==> src/rtl/plic_lite_if.sv <==
// Register bus for plic_lite: word select, write data/strobe, combinational read data.
interface plic_lite_if;
   logic [2:0]  a;
   logic [31:0] d;
   logic        we;
   logic [31:0] spo;

   modport master (output a, d, we, input spo);
   modport slave  (input a, d, we, output spo);
endinterface

==> src/rtl/plic_lite.sv <==
// plic_lite: small platform interrupt controller with one claim/complete context.
// Sources are synchronised, latched into PENDING (level or rising edge), masked by
// ENABLE, and the lowest enabled pending index is handed out on m_eip_reply.
module plic_lite #(
   parameter int N_SRC = 8
) (
   input  logic             clk,
   input  logic             rst,
   plic_lite_if.slave       bus,
   input  logic [N_SRC-1:0] src,
   output logic             m_eip,
   input  logic             m_eip_reply
);

   logic [N_SRC-1:0] r_s1, r_s2, r_s2_d;
   logic [N_SRC-1:0] r_pending, r_enable, r_edge;
   logic [4:0]       r_claim;
   logic             r_in_service;
   logic             r_m_eip;

   logic [N_SRC-1:0] w_set, w_masked, w_win_oh, w_clr;
   logic [4:0]       w_winner;
   logic             w_found, w_reply_ok, w_claim_hit;
   logic             w_wr_enable, w_wr_edge, w_complete;
   logic             w_unused;

   assign w_masked    = r_pending & r_enable;
   assign w_reply_ok  = m_eip_reply & ~r_in_service;
   assign w_claim_hit = w_reply_ok & w_found;
   assign w_clr       = w_claim_hit ? w_win_oh : '0;
   assign w_wr_enable = bus.we && (bus.a == 3'd1);
   assign w_wr_edge   = bus.we && (bus.a == 3'd2);
   assign w_complete  = bus.we && (bus.a == 3'd4);
   assign m_eip       = r_m_eip;
   assign w_unused    = &{1'b0, bus.d};

   // Pending set: level mode on synchronised high, edge mode on its rising edge.
   always_comb begin
      for (int i = 0; i < N_SRC; i++) begin
         w_set[i] = r_edge[i] ? (r_s2[i] & ~r_s2_d[i]) : r_s2[i];
      end
   end

   // Priority select: scan downwards so the lowest enabled pending index wins.
   always_comb begin
      w_found  = 1'b0;
      w_winner = '0;
      w_win_oh = '0;
      for (int i = N_SRC - 1; i >= 0; i--) begin
         if (w_masked[i]) begin
            w_found     = 1'b1;
            w_winner    = 5'(i + 1);
            w_win_oh    = '0;
            w_win_oh[i] = 1'b1;
         end
      end
   end

   // Synchronisers, configuration, pending, claim/service state and m_eip.
   always_ff @(posedge clk) begin
      if (rst) begin
         r_s1         <= '0;
         r_s2         <= '0;
         r_s2_d       <= '0;
         r_pending    <= '0;
         r_enable     <= '0;
         r_edge       <= '0;
         r_claim      <= '0;
         r_in_service <= 1'b0;
         r_m_eip      <= 1'b0;
      end else begin
         r_s1      <= src;
         r_s2      <= r_s1;
         r_s2_d    <= r_s2;
         // set beats a simultaneous claim-clear on the same bit
         r_pending <= (r_pending & ~w_clr) | w_set;
         if (w_wr_enable) r_enable <= bus.d[N_SRC-1:0];
         if (w_wr_edge)   r_edge   <= bus.d[N_SRC-1:0];
         if (w_reply_ok)  r_claim  <= w_found ? w_winner : 5'd0;
         // a claim can only happen when not in service, so it never races a completion
         if (w_claim_hit)     r_in_service <= 1'b1;
         else if (w_complete) r_in_service <= 1'b0;
         r_m_eip <= (|w_masked) & ~r_in_service;
      end
   end

   // Combinational register read; unmapped words and COMPLETE read as zero.
   always_comb begin
      bus.spo = '0;
      case (bus.a)
         3'd0:    bus.spo = 32'(r_pending);
         3'd1:    bus.spo = 32'(r_enable);
         3'd2:    bus.spo = 32'(r_edge);
         3'd3:    bus.spo = 32'(r_claim);
         default: bus.spo = '0;
      endcase
   end

endmodule

==> src/flat_wrapper.sv <==
// flat-port wrapper written by rule: the top's interface ports become plain ports
module plic_lite_flat 
#(
   parameter int N_SRC = 8
)
  (clk, rst, src, m_eip, m_eip_reply, bus_a, bus_d, bus_we, bus_spo);
  plic_lite_if bus_i ();
  input  logic clk;
  input  logic rst;
  input  logic [N_SRC-1:0] src;
  output logic m_eip;
  input  logic m_eip_reply;
  input wire logic [$bits(bus_i.a)-1:0] bus_a;
  input wire logic [$bits(bus_i.d)-1:0] bus_d;
  input wire logic [$bits(bus_i.we)-1:0] bus_we;
  output wire logic [$bits(bus_i.spo)-1:0] bus_spo;
  assign bus_i.a = bus_a;
  assign bus_i.d = bus_d;
  assign bus_i.we = bus_we;
  assign bus_spo = bus_i.spo;
  plic_lite #(.N_SRC(N_SRC)) u_core (.clk(clk), .rst(rst), .bus(bus_i), .src(src), .m_eip(m_eip), .m_eip_reply(m_eip_reply));
endmodule
==> config.mk <==
export PLATFORM = sky130hd
export DESIGN_NAME = plic_lite_flat
export DESIGN_NICKNAME = d
export VERILOG_FILES = /design/src/rtl/plic_lite_if.sv /design/src/rtl/plic_lite.sv /design/src/flat_wrapper.sv
export SDC_FILE = /design/constraint.sdc
export NUM_CORES = 1
export LEC_CHECK = 0
export BUFFER_PORTS_ARGS = -buffer_cell sky130_fd_sc_hd__buf_2
export CAP_MARGIN = 20
export CORE_MARGIN = 2
export CORE_UTILIZATION = 49
export CTS_BUF_LIST = sky130_fd_sc_hd__clkbuf_16
export DETAILED_ROUTE_END_ITERATION = 7
export GPL_TIMING_DRIVEN = 0
export HOLD_SLACK_MARGIN = 0.15
export PLACE_DENSITY_LB_ADDON = 0.15
export SYNTH_ARGS = -nofsm -noshare
export SYNTH_HDL_FRONTEND = slang
export SYNTH_SLANG_ARGS = --single-unit
==> constraint.sdc <==
create_clock -name clk -period 1.85 [get_ports clk]
set_input_delay 0 -clock clk [delete_from_list [all_inputs] [get_ports clk]]
set_output_delay 0 -clock clk [all_outputs]
set_load 0.1 [all_outputs]
Word-level counts from Yosys, hierarchy flattened
Index checks and enable logic that the tools add are counted.
Widths: inputs -> output; s select.
Word-level totals
  register bits: 55
  bits of input ports: 47
  output and inout bits: 33
Cells by class
  eq/ne operators: 4
  mux-type cells: 37
  bitwise gates (word level): 24
  reduce and logical (&&, ||, !) cells: 6
Operator list (count)
  $mux 8: 9
  $mux 4: 9
  $pmux 8 s4: 1
  $mux 1: 18
  $and 8x8->8: 2
  $and 1x1->1: 11
  $not 1->1: 9
  $not 8->8: 1
  $or 8x8->8: 1
  $reduce_or 8->1: 1
  $eq 3x2->1 const B: 2
  $eq 3x1->1 const B: 1
  $eq 3x3->1 const B: 1
  $logic_and 1x1->1: 3
  $logic_not 3->1: 1
  $reduce_bool 2->1: 1

Logic depth before layout (Yosys ltp)
Gate-level depths: netlist of run 1.
  word-level depth: 14
  mapped depth: 5
  depth with buffers taken out: 4

Worst setup path before layout of run 1
Ideal clock, no wire load.
  path type: reg2out
  start: register u_core.r_enable[3]
  end: output bus_spo[3]
  arrival time: 1.955 ns
  required time: 1.850 ns
  path slack: -0.105 ns
  stages on the path, launching flop included: 3
  path buffers: 0
  cell sequence: dfxtp_1 mux4_2 nor2b_1
Between the ends
  longest elaborated chain between the ends: 1
RTL lines
  start: declaration: RTL line plic_lite.sv:16  | logic [N_SRC-1:0] r_pending, r_enable, r_edge;
  start signal: assignment: RTL line plic_lite.sv:77  | if (w_wr_enable) r_enable <= bus.d[N_SRC-1:0];
  $pmux 8 s4: RTL line plic_lite.sv:90  | case (bus.a)
  end: declaration: RTL line flat_wrapper.sv:16  | output wire logic [$bits(bus_i.spo)-1:0] bus_spo;
Every way passes these cells.

Worst setup path after layout of run 1
  start: register u_core.r_enable[1]
  end: output bus_spo[1]
Same word-level chain as after synthesis.

==> flow_metrics.py, run 1 <==
metrics = {
    "setup_path": {
        "critical_path_required_ns": 1.85,
        "cp_cell_sequence": "mux4_1 > nor2b_2 > buf_2",
        "r2r_cells": 5,
        "reg2reg_to": "u_core.r_pending[6]$_SDFF_PP0_",
        "critPathMaxFanout": 6,
        "max_stage_delay_ns": 0.49,
        "cp_slowest_cell": "mux4_1",
        "crit_type": "flop to primary output",
        "start_kind": "flop",
        "r2r_start": "u_core.r_enable[1]$_SDFFE_PP0P_",
        "regToRegSetupSlack_ns": 0.24,
        "crit_cells": 3,
        "arrival_ns": 1.61,
        "crit_family": "multiplexers",
        "setup.worst_path.end_class": "primary output",
        "critPathBufInv": 1,
    },
    "min_path": {
        "whs_path_depth": 4,
        "hold_end": "u_core.r_in_service$_SDFFE_PP0P_",
        "hold_class": "primary input to flop",
        "hold_path.startpoint": "bus_we",
    },
    "cells_and_area": {
        "fin_cells": 374,
        "drive_gt1_share_pct": 24.2,
        "n_antenna_cell": 0,
        "final_nets": 368,
        "finalInstanceArea_sq_mm": 0.00298,
        "syn_to_final_growth_pct": 29.0,
        "fillCellCount": 362,
        "fin_util_pct": 66.9,
    },
    "yosys": {
        "yosysTopAreaCell": "dfxtp_1",
        "ys.warnings.count": 0,
        "synth_top_area_share_pct": 46.9,
        "syn_avg_cell_area_sq_um": 9.57,
        "synth_seq_area_share_pct": 46.9,
        "ys_ff_latch": 54,
        "ys_types": 31,
        "synth_area_sq_mm": 0.00231,
        "synthTopCellsByArea": "dfxtp_1, mux2i_1, nor2b_1",
        "syn_inst": 241,
    },
    "placed_design": {
        "dpl_cell_area_sq_mm": 0.00262,
        "dp_hpwl_mm": 3.39,
        "portBuffers": 31,
        "dp.cells": 347,
        "gp_congestion": 0.807,
        "place_ws_ns": 0.0499,
    },
    "global_routing": {
        "grt_max_degree": 17,
        "grt_pass1_wl_mm": 7.78,
        "antenna_found_initial": 0,
        "grt_pass1_vias": 1658,
        "grt_overflow": 0,
        "grt_usage_pct": 19.0,
    },
    "sta": {
        "min_period_ns": 1.61,
        "tightest_slew_ns": 0.529,
        "timing.setup.tns_ns": 0,
        "rsz0062_at_grt": "false",
        "finalSetupViolCount": 0,
        "timing.hold.ws_ns": 0.230,
        "hold_viol_final": 0,
        "period_share_pct": 87.2,
        "finalClockSkew_ns": 0.00559,
        "setup_slack_ns": 0.236,
        "maxSlewViolCount": 0,
        "fmaxAchievable_mhz": 620,
        "slew_headroom_pct": 64.8,
    },
    "detailed_routing": {
        "num_vias": 1817,
        "routed_via_density": 4.86,
        "drt-initial-drc-count": 107,
        "wirelength_mm": 4.64,
        "final_antenna_net_count": 0,
        "route.detailed.drc": 0,
        "wl_per_cell_microns": 12.4,
        "firstDrtPassIters": 5,
    },
    "clock_network": {
        "clkTransAtPathRegs_ns": 0.07,
        "cts.sinks": 54,
        "root_buffer": "clkbuf_16",
        "clock_path_buffers": 2,
        "cts_buffers": 5,
        "clock_latency_ns": 0.29,
        "cts_tree": "done",
        "cts-resized-gates": 0,
        "htreeDepth": 2,
    },
    "pwr": {
        "total_leakage_power_nw": 1.28,
        "powerDensity_mw_per_mm2": 911,
        "totalPowerFinal_mw": 2.71,
        "ir_drop_mv": 0.622,
    },
    "floorplan": {
        "start_util_pct": 51.9,
        "die-area_sq_mm": 0.00527,
        "die_w_microns": 72.6,
        "die-height_microns": 72.6,
        "core_sq_mm": 0.00444,
        "num_rows": 24,
        "pin_count": 80,
    },
    "flow_run": {
        "cap_violations": 0,
    },
    "run_status": {
        "status": "complete, no violations",
    },
}
[registers in the layout (all words and copies together), names as in the netlist]
signal               flops
u_core.r_s2              8
u_core.m_eip             1
u_core.r_enable          8
u_core.r_s1              8
u_core.r_edge            8
u_core.r_pending         8
u_core.r_claim           4
u_core.r_s2_d            8
u_core.r_in_service      1
[cells in the final DEF (no fill, tap or decap), drive strengths merged, types with 6 or more instances in the layout]
| master | count |
|---|---|
| nand3 | 6 |
| dlygate4sd3 | 18 |
| nor2b | 30 |
| buf | 59 |
| mux2i | 20 |
| conb | 24 |
| nand2 | 25 |
| a32o | 6 |
| dfxtp | 54 |
| clkbuf | 13 |
| nor2 | 25 |
| a21oi | 9 |
[synth_stat cells]
cell / instances
and3b_1: 1
a222oi_1: 1
o21ai_0: 1
nand3_1: 6
mux4_1: 1
nor2_1: 25
a22oi_1: 3
a32o_1: 6
and3_1: 1
a221oi_1: 1
or3_1: 1
and2_1: 1
buf_2: 3
conb_1: 1
nand2_1: 25
mux4_2: 3
and2_2: 1
buf_4: 24
nor2b_1: 30
clkbuf_1: 8
mux2i_1: 20
nand2b_1: 2
dfxtp_1: 54
nor3b_1: 1
a21oi_1: 9
or4bb_1: 1
a21boi_0: 1
inv_1: 1
a31o_2: 3
nor4bb_1: 1
nand4_1: 5
[report_power, final]
part           internal [mW]  total [mW]  switching [mW]  leakage, nW
Combinational          0.132       0.458           0.325        0.755
Clock                  0.633        1.03           0.394       0.0836
Sequential              1.20        1.23          0.0255        0.441
Total                   1.97        2.71           0.745         1.28
[tightest hold or removal path, delay by kind of cell]
kind	cells	cell delay, ns
AO/OA/AOI/OAI	1	0.12
buffers and inverters	1	0.11
AND/OR/NAND/NOR	2	0.25
[repair_timing]
action / 4_1_cts / 5_1_grt
hold buffers: 18 / 0
hold endpoints to repair: 30 / 0
setup endpoints to repair: 0 / 8
buffers inserted: 0 / 1
[cell families (layout without fill, tap and decap cells)]
family	Yosys count	in the layout	synth area share, %
multiplexers	24	24	12.8
other	1	24	0.163
buffers and inverters	36	94	9.93
AO/OA/AOI/OAI	25	25	8.03
AND/OR/NAND/NOR	101	101	22.2
flip-flops	54	54	46.9
[metal layers]
metal / share of wire [%] / track usage (%)
met1: 47 / 25.6
met5: 0 / 0
met2: 47 / 31.2
met3: 4.8 / 3.31
met4: 1.0 / 6.17
[final cells by class]
type	count	area [sq um]	share of cell area (%)
Buffer	35	225	7.57
Clock buffer	5	125	4.21
Clock inverter	3	40.0	1.35
Inverter	1	3.75	0.126
Multi-Input combinational cell	174	1090	36.7
Sequential cell	54	1080	36.3
Tap cell	52	65.1	2.19
Timing Repair Buffer	50	343	11.5
[how the worst max path moves through the flow]
stage                                     from                             end  slack [ns]
2_1_floorplan   u_core.r_pending[6]$_SDFF_PP0_                      bus_spo[6]        0.06
3_3_place_gp   u_core.r_enable[1]$_SDFFE_PP0P_  u_core.r_pending[6]$_SDFF_PP0_        0.08
3_5_place_dp   u_core.r_enable[1]$_SDFFE_PP0P_  u_core.r_pending[6]$_SDFF_PP0_        0.05
4_1_cts        u_core.r_enable[1]$_SDFFE_PP0P_  u_core.r_pending[6]$_SDFF_PP0_        0.04
6_report       u_core.r_enable[1]$_SDFFE_PP0P_                      bus_spo[1]        0.24
5_1_grt        u_core.r_enable[1]$_SDFFE_PP0P_                      bus_spo[1]        0.17
Power figures use the tool's default switching activity.
==> run 2: changes to the inputs <==
--- a/config.mk
+++ b/config.mk
@@ -11,7 +11,6 @@
 export CORE_UTILIZATION = 49
 export CTS_BUF_LIST = sky130_fd_sc_hd__clkbuf_16
 export DETAILED_ROUTE_END_ITERATION = 7
-export GPL_TIMING_DRIVEN = 0
 export HOLD_SLACK_MARGIN = 0.15
 export PLACE_DENSITY_LB_ADDON = 0.15
 export SYNTH_ARGS = -nofsm -noshare
==> run 2 against run 1 <==
Count of clock-buffer cells in the layout stayed put. Combinational power is 7.0% lower. Worst setup slack worse by 0.067 ns. Final cell count is 6.7% lower. Via count is 5.6% lower. Non-clock buffer count is 25 lower. Sequential power hardly changed. Sequential share of layout area is 1.9 points higher. Critical path type unchanged.
==> flow_metrics.py, run 2 (synthesis results as in run 1) <==
metrics = {
    "cells_and_area": {
        "n_antenna_cell": 0,
        "final_nets": 343,
        "layout_commonest_cell": "dfxtp_1",
        "finalInstanceArea_sq_mm": 0.00283,
        "fin_util_pct": 63.6,
        "syn_to_final_growth_pct": 22.5,
        "most-common-layout-cells": "dfxtp_1, buf_2, nor2b_1, nor2_1, nand2_1",
        "drive_gt1_share_pct": 19.9,
    },
    "detailed_routing": {
        "drt-initial-drc-count": 151,
        "wl_per_cell_microns": 12.8,
        "routed_via_density": 4.91,
        "firstDrtPassIters": 4,
        "num_vias": 1715,
        "route.detailed.drc": 0,
        "final_antenna_net_count": 0,
        "wirelength_mm": 4.47,
    },
    "pwr": {
        "power_frac_clock_pct": 35.1,
        "sequentialPowerShare_pct": 48.1,
        "total_leakage_power_nw": 1.17,
        "ir_drop_mv": 0.584,
        "p_sw_share_pct": 29.2,
        "powerDensity_mw_per_mm2": 901,
        "p_sw_uw": 744,
        "totalPowerFinal_mw": 2.55,
        "internal_power_mw": 1.80,
        "combPwrFrac_pct": 16.7,
    },
    "sta": {
        "timing.setup.tns_ns": 0,
        "min_period_ns": 1.68,
        "finalClockSkew_ns": 0.00340,
        "finalSetupViolCount": 0,
        "rsz0062_at_grt": "false",
        "fmaxAchievable_mhz": 595,
        "period_share_pct": 90.8,
        "maxSlewViolCount": 0,
        "hold_viol_final": 0,
    },
    "floorplan": {
        "pin_count": 80,
        "core_sq_mm": 0.00444,
        "start_util_pct": 51.9,
        "num_rows": 24,
        "die-area_sq_mm": 0.00527,
        "die-height_microns": 72.6,
        "die_w_microns": 72.6,
    },
    "placed_design": {
        "dpl_cell_area_sq_mm": 0.00248,
        "dp_hpwl_mm": 3.15,
        "gp_congestion": 0.788,
        "portBuffers": 31,
    },
    "global_routing": {
        "grt_usage_pct": 18.4,
        "grt_max_degree": 30,
        "antenna_found_initial": 0,
        "grt_pass1_wl_mm": 7.45,
        "grt_pass1_vias": 1566,
        "grt_overflow": 0,
    },
    "setup_path": {
        "critical_path_required_ns": 1.85,
        "critPathBufInv": 2,
        "cp_slowest_cell": "mux4_2",
        "cp_cell_sequence": "buf_4 > mux4_2 > nor2b_2 > buf_2",
        "regToRegSetupSlack_ns": 0.30,
        "crit_type": "flop to primary output",
        "critPathMaxFanout": 4,
        "r2r_cells": 5,
        "r2r_start": "u_core.r_pending[1]$_SDFF_PP0_",
        "start_kind": "flop",
        "arrival_ns": 1.68,
        "setup.worst_path.end_class": "primary output",
        "crit_family": "multiplexers",
        "reg2reg_to": "u_core.r_pending[6]$_SDFF_PP0_",
        "max_stage_delay_ns": 0.47,
    },
    "clock_network": {
        "cts-resized-gates": 0,
        "root_buffer": "clkbuf_16",
        "cts.sinks": 54,
        "clkTransAtPathRegs_ns": 0.07,
        "cts_buffers": 5,
        "ctsHoldBuffers": 20,
        "cts_tree": "done",
        "clock_path_buffers": 2,
        "clock_latency_ns": 0.29,
        "postCtsSetupBuffers": 0,
        "htreeDepth": 2,
    },
    "min_path": {
        "whs_path_depth": 4,
        "hold_class": "primary input to flop",
        "hold_end": "u_core.r_in_service$_SDFFE_PP0P_",
        "hold_path.startpoint": "bus_we",
    },
    "run_status": {
        "status": "complete, no violations",
    },
    "flow_run": {
        "cap_violations": 0,
    },
}
[run 2: cell types whose count changed in the layout (fill, tap and decap cells not counted), moves of 2 or more]
| cell | change |
|---|---|
| buf_4 | -17 |
| buf_2 | -3 |
| clkbuf_1 | -8 |
| dlygate4sd3_1 | +2 |
[run 2: through the flow]
stage	cells	hold WS (ns)	setup slack (ns)
2_1_floorplan	264	0.0797	0.0562
3_3_place_gp	321	0.208	0.340
3_5_place_dp	321	0.212	0.329
4_1_cts	349	0.217	0.162
5_1_grt	349	0.259	0.118
6_report	349	0.224	0.170
[run 2: power by group through the flow]
stage | clock network [mW] | logic (mW) | registers [mW]
global route | 0.975 | 0.449 | 1.23
floorplan | 0 | 0.373 | 1.25
CTS | 0.912 | 0.426 | 1.23
global placement | 0 | 0.390 | 1.25
detailed placement | 0 | 0.394 | 1.25
finish | 0.895 | 0.426 | 1.23
[run 2: cell type report]
cell class                      instances  area, sq um
Clock inverter                          3         16.3
Fill cell                             378         1620
Sequential cell                        54         1080
Inverter                                1         3.75
Tap cell                               52         65.1
Clock buffer                            5          125
Multi-Input combinational cell        174         1100
Timing Repair Buffer                   60          435
[run 2: worst register-to-register path: stages, from the launching register on]
cell and delay, ns:
dfxtp_1 0.36, a222oi_1 0.36, buf_4 0.20, and2_2 0.16, nand4_1 0.10, a32o_1 0.27
[run 2: per-layer routing]
layer	GRT usage (%)	share of wire, %	vias up
met2	29.1	46	41
met5	0	0	-
li1	-	-	883
met3	4.56	4.2	0
met1	25.1	50	791
met4	5.56	0	0
[run 2: worst max path at each step]
stage                                               start  cells after the start  slack (ns)                        endpoint
after CTS                 u_core.r_enable[2]$_SDFFE_PP0P_                      4        0.16                      bus_spo[2]
after global placement     u_core.r_pending[1]$_SDFF_PP0_                      5        0.34  u_core.r_pending[4]$_SDFF_PP0_
after global routing      u_core.r_enable[1]$_SDFFE_PP0P_                      4        0.12                      bus_spo[1]
final                     u_core.r_enable[2]$_SDFFE_PP0P_                      4        0.17                      bus_spo[2]
after floorplan            u_core.r_pending[6]$_SDFF_PP0_                      4        0.06                      bus_spo[6]
after detailed placement   u_core.r_pending[1]$_SDFF_PP0_                      5        0.33  u_core.r_pending[6]$_SDFF_PP0_
